**config.mk**
```make
export PLATFORM = sky130hd
export DESIGN_NAME = multicycle_control_fsm
export DESIGN_NICKNAME = d
export VERILOG_FILES = /design/src/rtl/multicycle_control_fsm.sv
export SDC_FILE = /design/constraint.sdc
export NUM_CORES = 1
export LEC_CHECK = 0
export ABC_AREA = 1
export CORE_MARGIN = 4
export CORE_UTILIZATION = 33
export DETAILED_ROUTE_END_ITERATION = 10
export PLACE_DENSITY = 0.62
export SLEW_MARGIN = 20
export SYNTH_ARGS = -nofsm -noshare
export SYNTH_HDL_FRONTEND = slang
export SYNTH_SLANG_ARGS = --single-unit
```
**constraint.sdc**
```tcl
create_clock -name clk -period 3.9 [get_ports clk]
set_input_delay 1.17 -clock clk [delete_from_list [all_inputs] [get_ports clk]]
set_output_delay 1.17 -clock clk [all_outputs]
set_load 0.005 [all_outputs]
```
**src/rtl/multicycle_control_fsm.sv**
```systemverilog
// Main control unit for a multicycle MIPS datapath: sequences fetch/decode/execute/
// memory/writeback and drives datapath enables, mux selects and ALUOp.
module multicycle_control_fsm #(
    parameter int OPC_W = 6,
    parameter int AOP_W = 3
) (
    input  logic             clk,
    input  logic             reset,
    input  logic [OPC_W-1:0] opcode,
    input  logic [OPC_W-1:0] funct,
    input  logic             mem_ready,
    output logic [AOP_W-1:0] ALUOp,
    output logic             ALUSrcA,
    output logic [1:0]       ALUSrcB,
    output logic             PCWrite,
    output logic             PCWriteCond,
    output logic             BranchNE,
    output logic [1:0]       PCSource,
    output logic             IorD,
    output logic             MemRead,
    output logic             MemWrite,
    output logic             IRWrite,
    output logic             RegWrite,
    output logic [1:0]       RegDst,
    output logic [1:0]       MemtoReg,
    output logic             instr_done,
    output logic             illegal_op
);

    localparam logic [OPC_W-1:0] OP_RTYPE = OPC_W'('h00);
    localparam logic [OPC_W-1:0] OP_J     = OPC_W'('h02);
    localparam logic [OPC_W-1:0] OP_JAL   = OPC_W'('h03);
    localparam logic [OPC_W-1:0] OP_BEQ   = OPC_W'('h04);
    localparam logic [OPC_W-1:0] OP_BNE   = OPC_W'('h05);
    localparam logic [OPC_W-1:0] OP_ADDI  = OPC_W'('h08);
    localparam logic [OPC_W-1:0] OP_ANDI  = OPC_W'('h0C);
    localparam logic [OPC_W-1:0] OP_ORI   = OPC_W'('h0D);
    localparam logic [OPC_W-1:0] OP_LUI   = OPC_W'('h0F);
    localparam logic [OPC_W-1:0] OP_LW    = OPC_W'('h23);
    localparam logic [OPC_W-1:0] OP_SW    = OPC_W'('h2B);
    localparam logic [OPC_W-1:0] FN_JR    = OPC_W'('h08);

    localparam logic [AOP_W-1:0] AOP_R    = AOP_W'(3'b111);
    localparam logic [AOP_W-1:0] AOP_ADD  = AOP_W'(3'b011);
    localparam logic [AOP_W-1:0] AOP_ORI  = AOP_W'(3'b001);
    localparam logic [AOP_W-1:0] AOP_ANDI = AOP_W'(3'b000);
    localparam logic [AOP_W-1:0] AOP_LUI  = AOP_W'(3'b101);
    localparam logic [AOP_W-1:0] AOP_SUB  = AOP_W'(3'b100);

    typedef enum logic [3:0] {
        S_FETCH, S_DECODE, S_R_EXEC, S_R_WB, S_I_EXEC, S_I_WB, S_MEM_ADDR,
        S_MEM_READ, S_MEM_WB, S_MEM_WRITE, S_BRANCH, S_JUMP, S_JAL, S_JR
    } state_t;

    typedef struct packed {
        logic [AOP_W-1:0] aluop;
        logic             alusrca;
        logic [1:0]       alusrcb;
        logic             pcwrite;
        logic             pcwritecond;
        logic             branchne;
        logic [1:0]       pcsource;
        logic             iord;
        logic             memread;
        logic             memwrite;
        logic             irwrite;
        logic             regwrite;
        logic [1:0]       regdst;
        logic [1:0]       memtoreg;
        logic             instr_done;
    } ctl_t;

    state_t           state;
    state_t           state_nx;
    ctl_t             ctl_q;
    ctl_t             ctl_o;
    logic [OPC_W-1:0] op_q;
    logic             hs_ok;

    function automatic logic legal_op(input logic [OPC_W-1:0] op);
        return op inside {OP_RTYPE, OP_J, OP_JAL, OP_BEQ, OP_BNE, OP_ADDI,
                          OP_ANDI, OP_ORI, OP_LUI, OP_LW, OP_SW};
    endfunction

    function automatic logic [AOP_W-1:0] imm_aluop(input logic [OPC_W-1:0] op);
        logic [AOP_W-1:0] a;
        case (op)
            OP_ANDI: a = AOP_ANDI;
            OP_ORI:  a = AOP_ORI;
            OP_LUI:  a = AOP_LUI;
            default: a = AOP_ADD;
        endcase
        return a;
    endfunction

    function automatic state_t step(input state_t s, input logic [OPC_W-1:0] op, fn, saved,
                                    input logic rdy);
        state_t n;
        n = S_FETCH;
        case (s)
            S_FETCH:     n = rdy ? S_DECODE : S_FETCH;
            S_DECODE: begin
                case (op)
                    OP_RTYPE:                          n = (fn == FN_JR) ? S_JR : S_R_EXEC;
                    OP_LW, OP_SW:                      n = S_MEM_ADDR;
                    OP_BEQ, OP_BNE:                    n = S_BRANCH;
                    OP_J:                              n = S_JUMP;
                    OP_JAL:                            n = S_JAL;
                    OP_ADDI, OP_ANDI, OP_ORI, OP_LUI:  n = S_I_EXEC;
                    default:                           n = S_FETCH;
                endcase
            end
            S_R_EXEC:    n = S_R_WB;
            S_I_EXEC:    n = S_I_WB;
            S_MEM_ADDR:  n = (saved == OP_SW) ? S_MEM_WRITE : S_MEM_READ;
            S_MEM_READ:  n = rdy ? S_MEM_WB : S_MEM_READ;
            S_MEM_WRITE: n = rdy ? S_FETCH : S_MEM_WRITE;
            default:     n = S_FETCH;
        endcase
        return n;
    endfunction

    // Control word for a state; op matters only when entering I_EXEC or BRANCH from DECODE.
    function automatic ctl_t moore_outs(input state_t s, input logic [OPC_W-1:0] op);
        ctl_t c;
        c = '0;
        case (s)
            S_FETCH: begin
                c.memread = 1'b1;
                c.alusrcb = 2'd1;
                c.aluop   = AOP_ADD;
                c.pcwrite = 1'b1;
                c.irwrite = 1'b1;
            end
            S_DECODE: begin
                c.alusrcb = 2'd3;
                c.aluop   = AOP_ADD;
            end
            S_R_EXEC: begin
                c.alusrca = 1'b1;
                c.aluop   = AOP_R;
            end
            S_R_WB: begin
                c.regwrite   = 1'b1;
                c.regdst     = 2'd1;
                c.instr_done = 1'b1;
            end
            S_I_EXEC: begin
                c.alusrca = 1'b1;
                c.alusrcb = 2'd2;
                c.aluop   = imm_aluop(op);
            end
            S_I_WB: begin
                c.regwrite   = 1'b1;
                c.instr_done = 1'b1;
            end
            S_MEM_ADDR: begin
                c.alusrca = 1'b1;
                c.alusrcb = 2'd2;
                c.aluop   = AOP_ADD;
            end
            S_MEM_READ: begin
                c.memread = 1'b1;
                c.iord    = 1'b1;
            end
            S_MEM_WB: begin
                c.regwrite   = 1'b1;
                c.memtoreg   = 2'd1;
                c.instr_done = 1'b1;
            end
            S_MEM_WRITE: begin
                c.memwrite   = 1'b1;
                c.iord       = 1'b1;
                c.instr_done = 1'b1;
            end
            S_BRANCH: begin
                c.alusrca     = 1'b1;
                c.aluop       = AOP_SUB;
                c.pcwritecond = 1'b1;
                c.pcsource    = 2'd1;
                c.branchne    = op[0];
                c.instr_done  = 1'b1;
            end
            S_JUMP: begin
                c.pcwrite    = 1'b1;
                c.pcsource   = 2'd2;
                c.instr_done = 1'b1;
            end
            S_JAL: begin
                c.regwrite   = 1'b1;
                c.regdst     = 2'd2;
                c.memtoreg   = 2'd2;
                c.pcwrite    = 1'b1;
                c.pcsource   = 2'd2;
                c.instr_done = 1'b1;
            end
            S_JR: begin
                c.pcwrite    = 1'b1;
                c.pcsource   = 2'd3;
                c.instr_done = 1'b1;
            end
            default: c = '0;
        endcase
        return c;
    endfunction

    assign state_nx = step(state, opcode, funct, op_q, mem_ready);

    // Control word is registered alongside the state it belongs to.
    always_ff @(posedge clk) begin
        if (reset) begin
            state <= S_FETCH;
            ctl_q <= moore_outs(S_FETCH, opcode);
        end else begin
            state <= state_nx;
            ctl_q <= moore_outs(state_nx, opcode);
        end
        if (state == S_DECODE) begin
            op_q <= opcode;
        end
    end

    // Handshake-terminated states commit only on the cycle memory completes.
    assign hs_ok = (state == S_FETCH || state == S_MEM_WRITE) ? mem_ready : 1'b1;
    assign ctl_o = reset ? '0 : ctl_q;

    assign ALUOp       = ctl_o.aluop;
    assign ALUSrcA     = ctl_o.alusrca;
    assign ALUSrcB     = ctl_o.alusrcb;
    assign PCWrite     = ctl_o.pcwrite & hs_ok;
    assign PCWriteCond = ctl_o.pcwritecond;
    assign BranchNE    = ctl_o.branchne;
    assign PCSource    = ctl_o.pcsource;
    assign IorD        = ctl_o.iord;
    assign MemRead     = ctl_o.memread;
    assign MemWrite    = ctl_o.memwrite;
    assign IRWrite     = ctl_o.irwrite & hs_ok;
    assign RegWrite    = ctl_o.regwrite;
    assign RegDst      = ctl_o.regdst;
    assign MemtoReg    = ctl_o.memtoreg;
    assign instr_done  = ctl_o.instr_done & hs_ok;
    assign illegal_op  = ~reset & (state == S_DECODE) & ~legal_op(opcode);

endmodule

```
---- Word-level counts from Yosys, hierarchy flattened ----
Cells that the tools add are included.
operators by class
  equal/unequal tests ..................... 31
  bitwise gates (word level) .............. 8
  reduce and logical (&&, ||, !) cells .... 18
  multiplexer cells ....................... 24
operators with widths
  operator            count
  $eq 6x4->1 const B  5
  $eq 4x3->1 const B  7
  $eq 4x4->1 const B  7
  $pmux 4 s7          1
  $pmux 4 s6          1
  $mux 21             1
  $eq 6x6->1 const B  3
  $mux 4              4
  $reduce_or 4->1     4
  $reduce_or 2->1     7
  $eq 4x2->1 const B  3
  $eq 6x2->1 const B  2
  $eq 6x3->1 const B  2
  $pmux 2 s3          2
  $pmux 3 s4          1
  $reduce_bool 11->1  1
  $mux 1              10
  $pmux 3 s3          1
  $eq 4x1->1 const B  2
  $logic_not 4->1     2
  $pmux 2 s2          2
  $reduce_or 8->1     1
  $logic_not 6->1     1
  $and 1x1->1         5
  4 further kinds     6
word-level totals
  word-level logic and storage cells ...... 98
  output and inout port bits .............. 22
  flip-flop bits (word level) ............. 31
  input bits .............................. 15

---- Depth between registers and ports, before layout ----
  depth in word-level cells ............... 7
  mapped depth ............................ 14
  mapped depth without buffers ............ 14

---- Least setup slack after synthesis ----
No wires, ideal clock.
  path kind ............................... input-to-output
  from .................................... input port reset
  to ...................................... output port RegDst[1]
  buffers on the path ..................... 3
  arrival time ............................ 1.896 ns
  required time ........................... 2.730 ns
  stages on the path ...................... 4
  path slack .............................. 0.834 ns
  cell sequence ........................... buf_2 > clkbuf_1 > nor2_1 > buf_4
on the way
  longest elaborated chain between the ends .. 1
ends and longest elaborated chain
  item         line  source
  from (decl)  8     input logic reset,
  $mux 21      225   assign ctl_o = reset ? '0 : ctl_q;
  to (decl)    24    output logic [1:0] RegDst,
Every way passes these cells.

---- Final worst setup path ----
  from .................................... input port mem_ready
  to ...................................... output port instr_done
on the way
  longest elaborated chain between the ends .. 2
ends and longest elaborated chain
  item         line  source
  from (decl)  11    input logic mem_ready,
  $mux 1       224   assign hs_ok = (state == S_FETCH || state == S_MEM_WRITE) ? mem_ready : 1'b1;
  $and 1x1->1  241   assign instr_done = ctl_o.instr_done & hs_ok;
  to (decl)    26    output logic instr_done,
Every way passes these cells.

==> results.txt <==
The flow ran to the end, and the final reports show no timing, DRC or antenna violations. In this design, the critical path's most frequently occurring cell is sky130_fd_sc_hd__clkdlybuf4s50_1. Counting along the longest clock path gives a buffer depth of 2.

The detailed router placed 1481 vias in this run. In the synthesized netlist, the cells that appear most often are sky130_fd_sc_hd__nor2_1 (45), sky130_fd_sc_hd__inv_1 (40), sky130_fd_sc_hd__nand2_1 (31). The tightest hold margin is around 0.53 ns.

The average vias per placed instance is 4.280. The number of warnings reported in the yosys synthesis log is 0. The endpoint required time on the critical path came out at 2.73 ns. The overall power after layout came out at 690.6 uW. The largest net degree at the start of global routing is 17. The number of distinct library cells after synthesis came out at 27.

Setup violations remaining at the end of the flow were counted as 0. The detailed-route wire length came out at 3.334 mm. The CTS sink count came out at 30. The count of hold buffers inserted by post-cts repair came out at 0. Once placement finished, the instance area stood at 0.002166 mm^2. Counting flops with a built-in enable in the synthesized netlist gives 6. The worst-margin pin slew came out at between 0.3 and 0.4 ns. Of the available clock period, the critical path in the final layout requires 0.9277.

The placer's final routability congestion estimate is 0.8148. In this run the standard cell core region covers roughly 0.0047 mm^2. The detailed placer's ending HPWL is 2.748 mm.

The flop-to-flop setup slack came out at 2.11 ns. The slowest stage of the critical path belongs to the cell sky130_fd_sc_hd__clkdlybuf4s50_1. The routed wire length per instance is 9.636 um. The hold violation count in the final report is 0. The maximum vdd drop came out at 0.1269 mV.

Across the routed clock network, the largest skew measured is 0.007694 ns. The biggest area contributor in the post-synthesis netlist is sky130_fd_sc_hd__dfxtp_1. Setup repair after global routing left no endpoint under its margin.

The CTS clock-pin slew for the worst setup and hold paths came out at 0.06 ns. Before antenna repair, the detailed router went through 4 iterations. The number of antenna repair diodes is 0. The signal on the critical path passes through clkdlybuf4s50_1, a21oi_1, nor2_1, clkdlybuf4s50_1. In the routed design, unresolved DRC markers number 0. The number of antenna violations at the first check in global routing is 0.

The launching element type of the critical path is an input pin. The post-synthesis instance area is 0.001618 mm^2. The area used by sequential logic in the layout is 660.6 um^2. The global router's overall resource usage came out at 0.1267. The top cell type's share of synthesized area came out at 0.2970.

TritonCTS built the clock tree. Dividing the synthesized area by the synthesized cell count gives around 7.3 um^2. The area growth from synthesis to layout is 39.68%. The number of placed I/O pins came out at 37.

The relative max-transition margin came out at 0.7489. The die span in y is 78.02 um. The aggregate negative setup slack came out at 0 ns.

The number of max-cap violations came out at 0. Synthesis produced a netlist whose cell count is 222. The clock insertion delay at the later pin of the skew report came out at 0.28 ns.

The floorplan step defined a die boundary enclosing 0.006086 mm^2. The remaining global-route overflow came out at 0. By area the synthesized netlist is led by sky130_fd_sc_hd__dfxtp_1 (30%), sky130_fd_sc_hd__edfxtp_1 (11%), sky130_fd_sc_hd__nor2_1 (10%), sky130_fd_sc_hd__inv_1 (9.3%), sky130_fd_sc_hd__nand2_1 (7.2%). CTS placed an instance of sky130_fd_sc_hd__clkbuf_8 at the clock tree root. The fraction of registers with async set/reset is 0. Counting the fill cells in the layout gives 496. The count of nets after finishing is 293. The critical path is of the input pin to primary output type. Clock tree synthesis inserted a total of 5 buffers.

In the synthesized netlist the dominant register cell turns out to be sky130_fd_sc_hd__dfxtp_1. The horizontal extent of the die is 78.02 um. The fraction of final layout cells sized beyond drive strength 1 is 0.2115.

Data arrives at the worst endpoint at 2.45 ns. The stage delay of the slowest cell on the critical path came out at around 0.45 ns. The buffers inserted during post-CTS setup optimization is 0. Dividing total power by cell area gives a power density of 305.6 mW/mm^2. The global-route wire length before repair came out at 6.037 mm. The effective utilization at floorplan is 0.3425.

The highest net fanout along the worst path is 3. The final instance area came out at about 0.0023 mm^2. At the placement stage, the worst setup path has a slack of -0.1217 ns. In this run, the number of DRC markers left after iteration 0 of detailed routing was 77. The count of final max-slew check failures is 0. The kind of capture point of the worst setup path is a primary output. The routed design could run at a clock period as short as approximately 3.6 ns. When the netlist entered floorplanning its net count stood at 237. The leading cell type by number of instances after synthesis is sky130_fd_sc_hd__nor2_1. The maximum level of the CTS H-tree came out at 2. The via count of the first global-routing pass came out at 1401.

For this run, the top clock speed supported by timing is 276.4 MHz. The count of buffers added on input and output ports is 36. Summing all multi-input logic gate instances after layout gives ~760 um^2. The worst path setup slack after routing is 0.2818 ns.

The number of nets still failing antenna checks after routing came out at 0. For this design the static power due to leakage is 0.001071 uW. The post-synthesis register bit count is 30. The initialized floorplan defines 25 standard-cell rows. The path class of the lowest-slack min-delay path is flip-flop to flip-flop. The sequential fraction of the synthesis area is 0.4084.
layer usage:
metal,track usage,vias up,part of all wire,routed length [um]
met4,0.08392,0,0.028,92
met3,0.02294,7,0.034,114
met5,0,-,0,0
met2,0.2132,32,0.46,1550
li1,-,789,-,-
met1,0.1465,653,0.47,1577
through the flow:
step	utilization	instances
global placement	0.4585	338
global route	0.4784	346
detailed placement	0.4585	338
finish	0.4784	346
CTS	0.4763	346
floorplan	-	222
report_power, final:
| group | internal (uW) | switching [uW] |
|---|---|---|
| Clock | 142 | 111 |
| Sequential | 329 | 3.69 |
| Combinational | 49.6 | 55.8 |
| Total | 520 | 170 |
worst paths after layout:
path	from	end	cells after the start
setup / recovery	mem_ready	instr_done	4
setup reg to reg	state[3]	ctl_q[14]	9
hold / removal	state[0]	ctl_q[1]	2
hold reg to reg	state[0]	ctl_q[1]	2
cell usage in the layout, fill, tap and decap left out:
cell type	count
sky130_fd_sc_hd__o21bai_2	1
sky130_fd_sc_hd__nand2_4	5
sky130_fd_sc_hd__clkbuf_8	6
sky130_fd_sc_hd__clkdlybuf4s50_1	28
sky130_fd_sc_hd__o21ai_0	3
sky130_fd_sc_hd__nor3_2	1
sky130_fd_sc_hd__nand3_1	17
sky130_fd_sc_hd__nand4_1	8
sky130_fd_sc_hd__nand3b_4	1
sky130_fd_sc_hd__nand2_2	2
sky130_fd_sc_hd__dlygate4sd2_1	6
sky130_fd_sc_hd__dfxtp_1	24
sky130_fd_sc_hd__clkinv_2	1
sky130_fd_sc_hd__buf_4	18
sky130_fd_sc_hd__dlymetal6s2s_1	2
sky130_fd_sc_hd__o21ai_1	2
sky130_fd_sc_hd__a21oi_4	1
sky130_fd_sc_hd__and2_4	1
sky130_fd_sc_hd__nor2_1	45
sky130_fd_sc_hd__nand2_1	31
sky130_fd_sc_hd__nor2_2	10
sky130_fd_sc_hd__inv_2	5
sky130_fd_sc_hd__clkbuf_1	1
sky130_fd_sc_hd__nand3_2	1
sky130_fd_sc_hd__nand2b_1	1
sky130_fd_sc_hd__edfxtp_1	6
sky130_fd_sc_hd__inv_1	40
sky130_fd_sc_hd__nor2_4	6
sky130_fd_sc_hd__nand3b_1	2
sky130_fd_sc_hd__a21oi_1	4
what timing repair did:
| item | 4_1_cts | 5_1_grt |
|---|---|---|
| cloned | 0 | 0 |
| gates resized for setup | 6 | 3 |
| endpoints found under the setup margin | 1 | 2 |
| pin swaps | 0 | 0 |
| hold endpoints to repair | 0 | 0 |
flip-flops by register name, indices dropped and copies added, names as in the netlist:
signal  count
op_q        6
ctl_q      20
state       4
logic make-up (layout without fill, tap and decap cells):
| logic type | Yosys count | count (layout) | share of synthesized area |
|---|---|---|---|
| simple gates | 131 | 131 | 0.4230 |
| buf+inv | 50 | 107 | 0.1237 |
| flops | 30 | 30 | 0.4084 |
| compound gates | 11 | 11 | 0.04486 |
final cells by class:
class                           count  share of cell area
Inverter                           45             0.07475
Sequential cell                    30              0.2924
Tap cell                           67             0.03710
Timing Repair Buffer               54              0.2182
Multi-Input combinational cell    142              0.3372
Clock inverter                      1            0.002215
Clock buffer                        7             0.03821
critical path, delay by kind of cell:
kind                   cells  cell delay, ns
and+or+nand+nor            1            0.08
buffers and inverters      2            0.90
AOI/OAI and AO/OA          1            0.30
No activity file was read; power rests on OpenSTA's default activity.
